[src/rtl/noc_pkg.sv]
// noc_pkg: shared packet geometry and output identifiers for the NoC demux
package noc_pkg;
    localparam int WIDTH_PACKAGE = 33;
    localparam int DEST_BIT = 32;
    localparam int OUT0 = 0;
    localparam int OUT1 = 1;
    typedef logic [WIDTH_PACKAGE-1:0] packet_t;
endpackage

[src/rtl/noc_sync_fifo.sv]
// noc_sync_fifo: circular-buffer FIFO with occupancy count 0..DEPTH
module noc_sync_fifo #(
    parameter int WIDTH = 33,
    parameter int DEPTH = 2,
    localparam int AW = $clog2(DEPTH),
    localparam int CW = $clog2(DEPTH + 1)
) (
    input  logic             clk,
    input  logic             rst_n,
    input  logic             push,
    input  logic [WIDTH-1:0] wdata,
    input  logic             pop,
    output logic [WIDTH-1:0] rdata,
    output logic             full,
    output logic             empty,
    output logic [CW-1:0]    count
);
    logic [WIDTH-1:0] mem_q [DEPTH];
    logic [AW-1:0]    wr_q, rd_q;
    logic [CW-1:0]    cnt_q, cnt_d;
    logic             do_push, do_pop;

    assign full    = cnt_q == CW'(DEPTH);
    assign empty   = cnt_q == '0;
    assign count   = cnt_q;
    assign rdata   = mem_q[rd_q];
    assign do_push = push & ~full;
    assign do_pop  = pop & ~empty;
    assign cnt_d   = cnt_q + CW'(do_push) - CW'(do_pop);

    // storage is cleared too so the output data reads 0 while in reset
    always_ff @(posedge clk or negedge rst_n) begin
        if (!rst_n) begin
            wr_q  <= '0;
            rd_q  <= '0;
            cnt_q <= '0;
            for (int i = 0; i < DEPTH; i++) mem_q[i] <= '0;
        end else begin
            cnt_q <= cnt_d;
            if (do_push) begin
                mem_q[wr_q] <= wdata;
                wr_q        <= wr_q + AW'(1);
            end
            if (do_pop) rd_q <= rd_q + AW'(1);
        end
    end
endmodule

[src/rtl/noc_demux_2channel.sv]
// noc_demux_2channel: steers a merged packet stream to one of two FIFO-buffered
// outputs by a destination bit, with per-output delivery counters.
module noc_demux_2channel #(
    parameter int WIDTH_PACKAGE = noc_pkg::WIDTH_PACKAGE,
    parameter int DEST_BIT      = noc_pkg::DEST_BIT,
    parameter int DEPTH         = 2,
    parameter int CNT_W         = 16
) (
    input  logic                     clk,
    input  logic                     rst_n,
    input  logic [WIDTH_PACKAGE-1:0] in_data,
    input  logic                     in_valid,
    output logic                     in_ready,
    output logic [WIDTH_PACKAGE-1:0] out0_data,
    output logic                     out0_valid,
    input  logic                     out0_ready,
    output logic [WIDTH_PACKAGE-1:0] out1_data,
    output logic                     out1_valid,
    input  logic                     out1_ready,
    output logic [CNT_W-1:0]         cnt0,
    output logic [CNT_W-1:0]         cnt1
);
    import noc_pkg::*;
    localparam int CW = $clog2(DEPTH + 1);

    logic [WIDTH_PACKAGE-1:0] hold_data_q, hold_data_d;
    logic                     hold_valid_q, hold_valid_d;
    logic                     rdy_q;
    logic [CNT_W-1:0]         cnt0_q, cnt0_d, cnt1_q, cnt1_d;
    logic                     dispatch, accept;
    logic [1:0]               push, pop, full, empty, ready, valid;
    logic [WIDTH_PACKAGE-1:0] rdata [2];
    logic [CW-1:0]            count [2];

    assign ready = {out1_ready, out0_ready};

    for (genvar k = 0; k < 2; k++) begin : g_fifo
        assign push[k]  = dispatch & (hold_data_q[DEST_BIT] == 1'(k));
        assign pop[k]   = ready[k] & ~empty[k];
        assign valid[k] = count[k] != '0;
        noc_sync_fifo #(.WIDTH(WIDTH_PACKAGE), .DEPTH(DEPTH)) u_fifo (
            .clk  (clk),
            .rst_n(rst_n),
            .push (push[k]),
            .wdata(hold_data_q),
            .pop  (pop[k]),
            .rdata(rdata[k]),
            .full (full[k]),
            .empty(empty[k]),
            .count(count[k])
        );
    end

    // no bypass: a full target blocks the hold stage even if it pops this cycle
    always_comb begin
        dispatch     = hold_valid_q & ~full[hold_data_q[DEST_BIT]];
        in_ready     = rdy_q & (~hold_valid_q | dispatch);
        accept       = in_valid & in_ready;
        hold_valid_d = accept | (hold_valid_q & ~dispatch);
        hold_data_d  = accept ? in_data : hold_data_q;
        cnt0_d       = cnt0_q + CNT_W'(pop[OUT0]);
        cnt1_d       = cnt1_q + CNT_W'(pop[OUT1]);
    end

    assign out0_data  = rdata[OUT0];
    assign out1_data  = rdata[OUT1];
    assign out0_valid = valid[OUT0];
    assign out1_valid = valid[OUT1];
    assign cnt0       = cnt0_q;
    assign cnt1       = cnt1_q;

    always_ff @(posedge clk or negedge rst_n) begin
        if (!rst_n) begin
            hold_valid_q <= 1'b0;
            hold_data_q  <= '0;
            rdy_q        <= 1'b0;
            cnt0_q       <= '0;
            cnt1_q       <= '0;
        end else begin
            hold_valid_q <= hold_valid_d;
            hold_data_q  <= hold_data_d;
            rdy_q        <= 1'b1;
            cnt0_q       <= cnt0_d;
            cnt1_q       <= cnt1_d;
        end
    end
endmodule

[config.mk]
export PLATFORM = sky130hd
export DESIGN_NAME = noc_demux_2channel
export DESIGN_NICKNAME = d
export VERILOG_FILES = /design/src/rtl/noc_pkg.sv /design/src/rtl/noc_sync_fifo.sv /design/src/rtl/noc_demux_2channel.sv
export SDC_FILE = /design/constraint.sdc
export NUM_CORES = 1
export LEC_CHECK = 0
export ABC_AREA = 1
export CORE_MARGIN = 2
export CORE_UTILIZATION = 35
export CTS_CLUSTER_DIAMETER = 150
export DETAILED_ROUTE_END_ITERATION = 12
export GPL_TIMING_DRIVEN = 0
export PLACE_DENSITY = 0.67
export SLEW_MARGIN = 25
export SYNTH_ARGS = -nofsm -noshare
export SYNTH_HDL_FRONTEND = slang
export SYNTH_SLANG_ARGS = --single-unit
export TNS_END_PERCENT = 50
[constraint.sdc]
create_clock -name clk -period 2.61 [get_ports clk]
set_clock_uncertainty 0.15 [all_clocks]
set_input_delay 0.522 -clock clk [delete_from_list [all_inputs] [get_ports clk]]
set_output_delay 0.522 -clock clk [all_outputs]
set_load 0.05 [all_outputs]
==> impl_metrics.yaml, run 1 <==
yosys:
  synthCells: 1030
  yosys.area.top_type: "dfrtp_1"
  synth_nets: 1075
  synthesis.area_um2: 9240
  avgSynthCellArea_um2: 8.97
  seq_area_frac_synth_pct: 56.1
  synth_top_cell_area_share_pct: 56.1
  yosys_warnings: 0
  synth_cell_type_count: 28
  synth_area_leaders: "dfrtp_1 56%, nand2_1 18%, o21ai_2 6.0%"
  synth-seq-cells: 207
die:
  die_h_um: 166
  core_um2: 26000
  fp.dieArea_um2: 27700
  io_pins: 139
  chipWidth_um: 166
  start_util_pct: 35.6
  rows: 59
timing:
  final_hold_viol_count: 0
  finalSetupTns_ns: 0
  period_share_pct: 98.8
  tightestPinTransition_ns: 0.599
  rsz0062_at_grt: "true"
  maxSlewViolCount: 0
  layout_min_cycle_time_ns: 2.58
  fmax_mhz: 388
  finalSetupViolCount: 0
  timing.hold.ws_ns: 0.300
  slew-limit-headroom_pct: 60.2
cts:
  cts.path.max_buffers: 3
  clkTransAtPathRegs_ns: 0.06
  cts_tree: "done"
  numCtsBuffers: 24
  cts_sinks: 207
  clkLatencyLatePin_ns: 0.51
  htreeDepth: 1
  cts-root-buf: "clkbuf_16"
cells_and_area:
  final_layout_size_suffix_gt1_share_pct: 18.7
  final_area_um2: 11700
  final_cell_mix: "441 x nand2_1, 207 x dfrtp_1, 67 x clkdlybuf4s50_1"
  final_nets: 1241
  area_growth_pct: 26.1
  finalNonFillerCells: 1547
  layout_commonest_cell: "nand2_1"
grt:
  grt_max_degree: 94
  antenna_found_initial: 1
  grtUsageTotal_pct: 17.4
  grt_pass1_wl_um: 39200
  grt_overflow: 0
  first_global_vias: 7185
detailed_routing:
  drt_iter0_drc: 694
  wirelength_met1_um: 11300
  firstDrtPassIters: 5
  dr_wl_met2_um: 11300
  wire_per_inst_um: 15.7
  wirelength_um: 24200
  vias: 7365
  vias_per_cell: 4.76
  drt_drc_violations_left: 0
  top_layer: "met4"
  detail-route-antenna-nets: 0
  dr_wl_met3_um: 1020
setup_path:
  critPathMaxFanout: 10
  crit_type: "reg -> out"
  critical_path_arrival_ns: 1.91
  end_kind: "output pin"
  required_ns: 1.94
  cp-start-kind: "flop"
pwr:
  powerDensity_nw_per_um2: 1340
  p_int_mw: 8.40
  power_frac_seq_pct: 31.9
  p_sw_share_pct: 46.2
  p_sw_mw: 7.23
  leakage_nw: 5.92
  power.total_mw: 15.6
  ir_drop_uv: 899
  clockPowerShare_pct: 21.1
  combPwrFrac_pct: 46.9
run_status:
  status: "completed"
placement:
  placed_area_um2: 11100
  portBuffers: 137
  dp.cells: 1504
  dp_hpwl_um: 16900
  gp_congestion: 0.820
worst_hold_path:
  hp-class: "reg -> reg"
run:
  maxCapViolations: 0
## timing repair
action,CTS,global route
setup buffers,0,0
pin swaps,0,0
gates resized for setup,294,74
endpoints found under the setup margin,69,51
endpoints found under the hold margin,33,0
hold buffers,1,0
## kinds of logic after synthesis
logic type / count (synthesis) / share of synthesized area [%]
AND/OR/NAND/NOR: 530 / 23.3
AO/OA/AOI/OAI: 133 / 9.76
XOR/XNOR: 30 / 2.84
flip-flops: 207 / 56.1
adder cells (fa/ha/maj): 7 / 0.948
other: 1 / 0.0406
buffers and inverters: 122 / 7.00
## cell usage after synthesis, drive strengths merged
cell	number
and2	1
clkbuf	22
nand3	15
buf	34
nor3b	1
nand4	38
nor3	5
nor2	23
o21ai	133
ha	7
xor2	24
conb	1
clkinv	2
xnor2	6
dfrtp	207
inv	64
nand2	445
or2	2
## cell type report
type / instances / area, um^2
Fill cell: 2543 / 14300
Sequential cell: 207 / 5180
Multi-Input combinational cell: 701 / 3420
Timing Repair Buffer: 140 / 1170
Clock buffer: 34 / 689
Buffer: 56 / 429
Tap cell: 335 / 419
Inverter: 66 / 254
Clock inverter: 7 / 85.1
Antenna cell: 1 / 2.50
## state kept, by name, indices dropped and copies added, names as in the netlist, 2 cells and up
signal / count
g_fifo.u_fifo.mem_q: 132
hold_data_q: 33
cnt0: 16
cnt1: 16
g_fifo.u_fifo.count: 4
g_fifo.u_fifo.rd_q: 2
g_fifo.u_fifo.wr_q: 2
## metrics by stage
stage	util, %	worst slack [ns]
6_report	44.8	0.0318
5_1_grt	44.8	-0.00994
4_1_cts	45.2	-0.113
3_5_place_dp	42.7	-0.291
3_3_place_gp	42.4	-7.90
2_1_floorplan	-	0.346
## path summary, 6_finish.rpt
check	depth (start not counted)	slack, ns	start	endpoint
worst max-delay path	6	0.03	g_fifo[1].u_fifo.rd_q	out1_data[31]
worst min-delay path	2	0.30	g_fifo[1].u_fifo.mem_q[65]	g_fifo[1].u_fifo.mem_q[65]
worst max register to register	10	0.48	g_fifo[1].u_fifo.count[1]	cnt1[10]
worst min register to register	2	0.30	g_fifo[1].u_fifo.mem_q[65]	g_fifo[1].u_fifo.mem_q[65]
max in group asynchronous	4	0.84	rst_n	g_fifo[1].u_fifo.mem_q[57]
min in group asynchronous	2	0.31	rst_n	g_fifo[1].u_fifo.mem_q[41]
## power by group through the flow
stage / Combinational, mW / Sequential, mW / Clock [mW]
6_report: 7.34 / 4.99 / 3.30
5_1_grt: 7.94 / 5.15 / 3.50
4_1_cts: 7.46 / 4.99 / 3.38
3_5_place_dp: 7.76 / 5.02 / 0
3_3_place_gp: 7.66 / 4.99 / 0
2_1_floorplan: 4.93 / 5.26 / 0
## layer usage
metal,global-route usage [%],vias up
li1,-,3586
met1,25.2,3554
met2,27.1,189
met3,2.16,36
met4,5.88,0
met5,0,-
## critical path, cell delays in order (launching register included)
cell	delay, ns
dfrtp_1	0.36
clkbuf_4	0.19
clkinv_2	0.14
clkbuf_4	0.24
nand2_1	0.06
nand2_1	0.14
clkbuf_4	0.26
Power figures use the tool's default switching activity.
==> inputs of run 2 (changes only) <==
--- a/config.mk
+++ b/config.mk
@@ -8,10 +8,11 @@
 export ABC_AREA = 1
 export CORE_MARGIN = 2
 export CORE_UTILIZATION = 35
-export CTS_CLUSTER_DIAMETER = 150
+export CTS_BUF_LIST = sky130_fd_sc_hd__clkbuf_8
 export DETAILED_ROUTE_END_ITERATION = 12
+export DONT_BUFFER_PORTS = 1
 export GPL_TIMING_DRIVEN = 0
-export PLACE_DENSITY = 0.67
+export PLACE_DENSITY = 0.6
 export SLEW_MARGIN = 25
 export SYNTH_ARGS = -nofsm -noshare
 export SYNTH_HDL_FRONTEND = slang
==> impl_metrics.yaml, run 2 (synthesis results as in run 1) <==
cells_and_area:
  top_regs: "g_fifo.u_fifo.mem_q: 132 flops, hold_data_q: 33 flops"
  top_register: "g_fifo.u_fifo.mem_q"
  layout_commonest_cell: "nand2_1"
  largest_reg_flops: 132
  finalNonFillerCells: 1464
  area_growth_pct: 18.4
  final_area_um2: 10900
  nFillCells: 2613
  final_layout_size_suffix_gt1_share_pct: 21.1
  final_nets: 1147
  final_cell_mix: "379 x nand2_1, 207 x dfrtp_1, 78 x inv_1"
setup_path:
  end_kind: "output pin"
  r2r-end: "cnt1[10]"
  cp-start-kind: "flop"
  reg2regPathDepth: 10
  required_ns: 1.94
  crit_end: "out1_data[32]"
  critPathMaxFanout: 8
  crit_type: "reg -> out"
  worstReg2RegStart: "g_fifo[1].u_fifo.count[1]"
  critical_path_arrival_ns: 1.94
  crit_start: "g_fifo[1].u_fifo.rd_q"
  r2r_slack_ns: 0.22
detailed_routing:
  drt_iter0_drc: 548
  wire_per_inst_um: 16.7
  dr_wl_met2_um: 11200
  vias_per_cell: 4.87
  drt_drc_violations_left: 0
  wirelength_um: 24500
  top_layer: "met4"
  dr_wl_met3_um: 1880
  detail-route-antenna-nets: 0
  firstDrtPassIters: 5
  wirelength_met1_um: 10800
  vias: 7132
placement:
  gp_congestion: 0.808
  portBuffers: 0
  placed_area_um2: 9660
  dp_hpwl_um: 16500
  dp.cells: 1365
  post-place-ws_ns: 0.154
run_status:
  violations: "negative hold slack, negative setup slack"
  status: "complete, but fails checks"
cts:
  clkTransAtPathRegs_ns: 0.06
  cts_sinks: 207
  cts_tree: "done"
  clkLatencyLatePin_ns: 0.53
  hold_buffers: 31
  htreeDepth: 2
  numCtsBuffers: 39
  cts.path.max_buffers: 3
  cts-root-buf: "clkbuf_8"
  cts_setup_buffers: 0
grt:
  grt_overflow: 0
  first_global_vias: 6934
  antenna_found_initial: 3
  grt_max_degree: 208
  grtUsageTotal_pct: 17.7
  grt_pass1_wl_um: 39000
die:
  die_h_um: 166
  start_util_pct: 35.6
  rows: 59
  fp.dieArea_um2: 27700
  core_um2: 26000
  io_pins: 139
  chipWidth_um: 166
pwr:
  ir_drop_uv: 745
  power.total_mw: 14.6
  leakage_nw: 5.46
  powerDensity_nw_per_um2: 1330
run:
  maxCapViolations: 0
timing:
  rsz0062_at_grt: "true"
  fmax_mhz: 382
  tightestPinTransition_ns: 1.09
  final_hold_viol_count: 207
  slew-limit-headroom_pct: 27.2
  period_share_pct: 100
  timing.hold.ws_ns: -0.442
  layout_min_cycle_time_ns: 2.62
  maxSlewViolCount: 0
  setup_slack_ns: -0.00537
  finalSetupViolCount: 1
worst_hold_path:
  hp-class: "in -> async"
run 2: cell types whose count changed in the layout (fill, tap and decap cells not counted), moves of 16 or more:
cell / before / now
nand2_2: 4 / 53
clkbuf_4: 25 / 2
clkbuf_8: 3 / 46
buf_2: 46 / 12
dlygate4sd3_1: 1 / 31
clkdlybuf4s50_1: 67 / 0
clkbuf_16: 25 / 0
inv_1: 62 / 78
nand2_1: 441 / 379
run 2: routing by layer:
layer,vias to the layer above,GRT usage [%]
li1,3418,-
met1,3449,23.9
met2,224,27.1
met3,41,5.47
met4,0,6.00
met5,-,0
run 2: cell type report:
cell class / count / area (um^2) / area share [%]
clock buffers: 46 / 633 / 5.79
repair buffers: 31 / 310 / 2.84
well taps: 335 / 419 / 3.83
inverters: 66 / 250 / 2.29
multi-input cells: 701 / 3640 / 33.3
diodes: 3 / 7.51 / 0.0686
flip-flops and latches: 207 / 5180 / 47.3
plain buffers: 56 / 419 / 3.83
clock inverters: 19 / 81.3 / 0.743
run 2: per-stage QoR:
stage / utilization (%) / TNS (ns)
6_report: 42.1 / -0.00537
3_5_place_dp: 37.2 / 0
2_1_floorplan: - / 0
3_3_place_gp: 37.2 / 0
4_1_cts: 41.8 / -0.0506
5_1_grt: 42.1 / -0.0366
run 2: what timing repair did:
action	4_1_cts	5_1_grt
endpoints found under the hold margin	238	207
pin swaps	0	0
setup endpoints to repair	64	51
resized for setup	76	24
run 2: report_power, final:
group / switching, mW / total, mW / internal (mW)
sequential: 1.03 / 5.37 / 4.34
combinational: 4.85 / 6.31 / 1.46
clock: 1.31 / 2.90 / 1.59
total: 7.19 / 14.6 / 7.38
run 2: how the worst min path moves through the flow:
stage          startpoint  slack (ns)  cells past startpoint                         end
2_1_floorplan       rst_n        0.08                      0                     cnt0[0]
3_3_place_gp        rst_n        0.09                      0  g_fifo[1].u_fifo.mem_q[42]
3_5_place_dp        rst_n        0.09                      0  g_fifo[1].u_fifo.mem_q[42]
4_1_cts             rst_n       -0.50                      0                     cnt1[7]
5_1_grt             rst_n       -0.47                      0  g_fifo[0].u_fifo.mem_q[42]
6_report            rst_n       -0.44                      0  g_fifo[1].u_fifo.mem_q[42]
run 2: critical path, cell delays in order, from the launching register on:
cell	delay, ns
dfrtp_1	0.36
buf_2	0.20
o21ai_1	0.87
==> inputs of run 3 (changes only) <==
==> constraint.sdc (replaced) <==
create_clock -name clk -period 3.2 [get_ports clk]
set_clock_uncertainty 0.15 [all_clocks]
set_input_delay 0.64 -clock clk [delete_from_list [all_inputs] [get_ports clk]]
set_output_delay 0.64 -clock clk [all_outputs]
set_load 0.05 [all_outputs]
==> impl_metrics.yaml, run 3 (synthesis results as in run 1) <==
detailed_routing:
  drt_drc_violations_left: 0
  vias: 6891
  drt_iter0_drc: 555
  firstDrtPassIters: 5
  wire_per_inst_um: 16.8
  vias_per_cell: 4.82
  wirelength_um: 24000
  detail-route-antenna-nets: 0
run:
  maxCapViolations: 0
cts:
  cts_setup_buffers: 0
  clkTransAtPathRegs_ns: 0.06
  cts_tree: "done"
  clkLatencyLatePin_ns: 0.53
  numCtsBuffers: 39
  cts_sinks: 207
  htreeDepth: 2
  cts-root-buf: "clkbuf_8"
  cts.path.max_buffers: 3
cells_and_area:
  fin_util_pct: 39.9
  final_area_um2: 10400
  top_register: "g_fifo.u_fifo.mem_q"
  final_nets: 1116
  largest_reg_flops: 132
  layout_commonest_cell: "nand2_1"
  area_growth_pct: 12.3
  top_regs: "g_fifo.u_fifo.mem_q: 132 flops, hold_data_q: 33 flops"
  final_layout_size_suffix_gt1_share_pct: 14.6
  final_cell_mix: "441 x nand2_1, 207 x dfrtp_1, 78 x inv_1"
grt:
  grt_pass1_wl_um: 38300
  first_global_vias: 6764
  grtUsageTotal_pct: 17.4
  grt_overflow: 0
  antenna_found_initial: 1
  grt_max_degree: 208
run_status:
  status: "complete, but fails checks"
  violations: "negative hold slack"
worst_hold_path:
  hp-class: "in -> async"
timing:
  finalSetupTns_ns: 0
  rsz0062_at_grt: "false"
  period_share_pct: 96.0
  fmax_mhz: 326
  finalSetupViolCount: 0
  maxSlewViolCount: 0
  tightestPinTransition_ns: 1.07
  slew-limit-headroom_pct: 28.2
  final_hold_viol_count: 207
  layout_min_cycle_time_ns: 3.07
  timing.hold.ws_ns: -0.324
setup_path:
  required_ns: 2.41
  critical_path_arrival_ns: 2.28
  crit_type: "reg -> out"
  end_kind: "output pin"
  critPathMaxFanout: 10
  r2r_slack_ns: 0.78
  cp-start-kind: "flop"
die:
  chipWidth_um: 166
  core_um2: 26000
  rows: 59
  io_pins: 139
  die_h_um: 166
  fp.dieArea_um2: 27700
  start_util_pct: 35.6
placement:
  dp_hpwl_um: 16500
  gp_congestion: 0.808
  placed_area_um2: 9660
  portBuffers: 0
pwr:
  powerDensity_nw_per_um2: 1120
  ir_drop_uv: 605
  leakage_nw: 5.29
run 3: cell types whose count changed in the layout (fill, tap and decap cells not counted), sizes merged:
cell / delta
buf: -4
diode: -2
clkbuf: +4
dlygate4sd3: -31
run 3: report_power, final:
group	switching, mW	internal, mW	total [mW]
Combinational	3.81	1.02	4.83
Clock	1.08	1.29	2.37
Sequential	0.836	3.54	4.37
run 3: path summary, 6_finish.rpt:
| path | end | cells past startpoint | from |
|---|---|---|---|
| max | out0_data[12] | 5 | g_fifo[0].u_fifo.rd_q |
| min | g_fifo[1].u_fifo.mem_q[42] | 0 | rst_n |
| max reg2reg | cnt0[14] | 10 | g_fifo[0].u_fifo.count[1] |
| min reg2reg | g_fifo[1].u_fifo.mem_q[65] | 2 | g_fifo[1].u_fifo.mem_q[65] |
| max in group asynchronous | g_fifo[0].u_fifo.mem_q[31] | 0 | rst_n |
| min in group clk | hold_data_q[14] | 2 | in_data[14] |
run 3: area by class of cell:
type,count,area (um^2)
buffer,56,400
antenna,1,2.50
fill,2676,15600
tap,335,419
multi-input combinational,701,3410
clock buffer,46,633
inverter,66,248
sequential,207,5180
clock inverter,19,81.3
run 3: timing repair:
action	in CTS	in global routing
gates resized for setup	0	2
endpoints found under the hold margin	207	207
endpoints found under the setup margin	0	1
run 3: metrics by stage:
| step | setup slack (ns) | instances | total power [mW] |
|---|---|---|---|
| after global placement | 0.534 | 1365 | 9.19 |
| after CTS | 0.0685 | 1430 | 11.7 |
| final | 0.128 | 1431 | 11.6 |
| after floorplan | 0.818 | 1030 | 8.31 |
| after detailed placement | 0.645 | 1365 | 9.28 |
| after global routing | 0.00364 | 1431 | 12.3 |
run 3: routing by layer:
layer | routed length [um] | track usage, % | part of all wire [%]
met1 | 10700 | 23.5 | 45
met2 | 10800 | 26.4 | 45
met3 | 1940 | 5.68 | 8.1
met4 | 586 | 6.18 | 2.4
met5 | 0 | 0 | 0
run 3: critical path, stage by stage (launching register included):
cell and delay (ns):
dfrtp_1 0.35, buf_2 0.18, clkinv_1 0.20, clkbuf_1 0.46, nand2_1 0.12, nand2_1 0.43
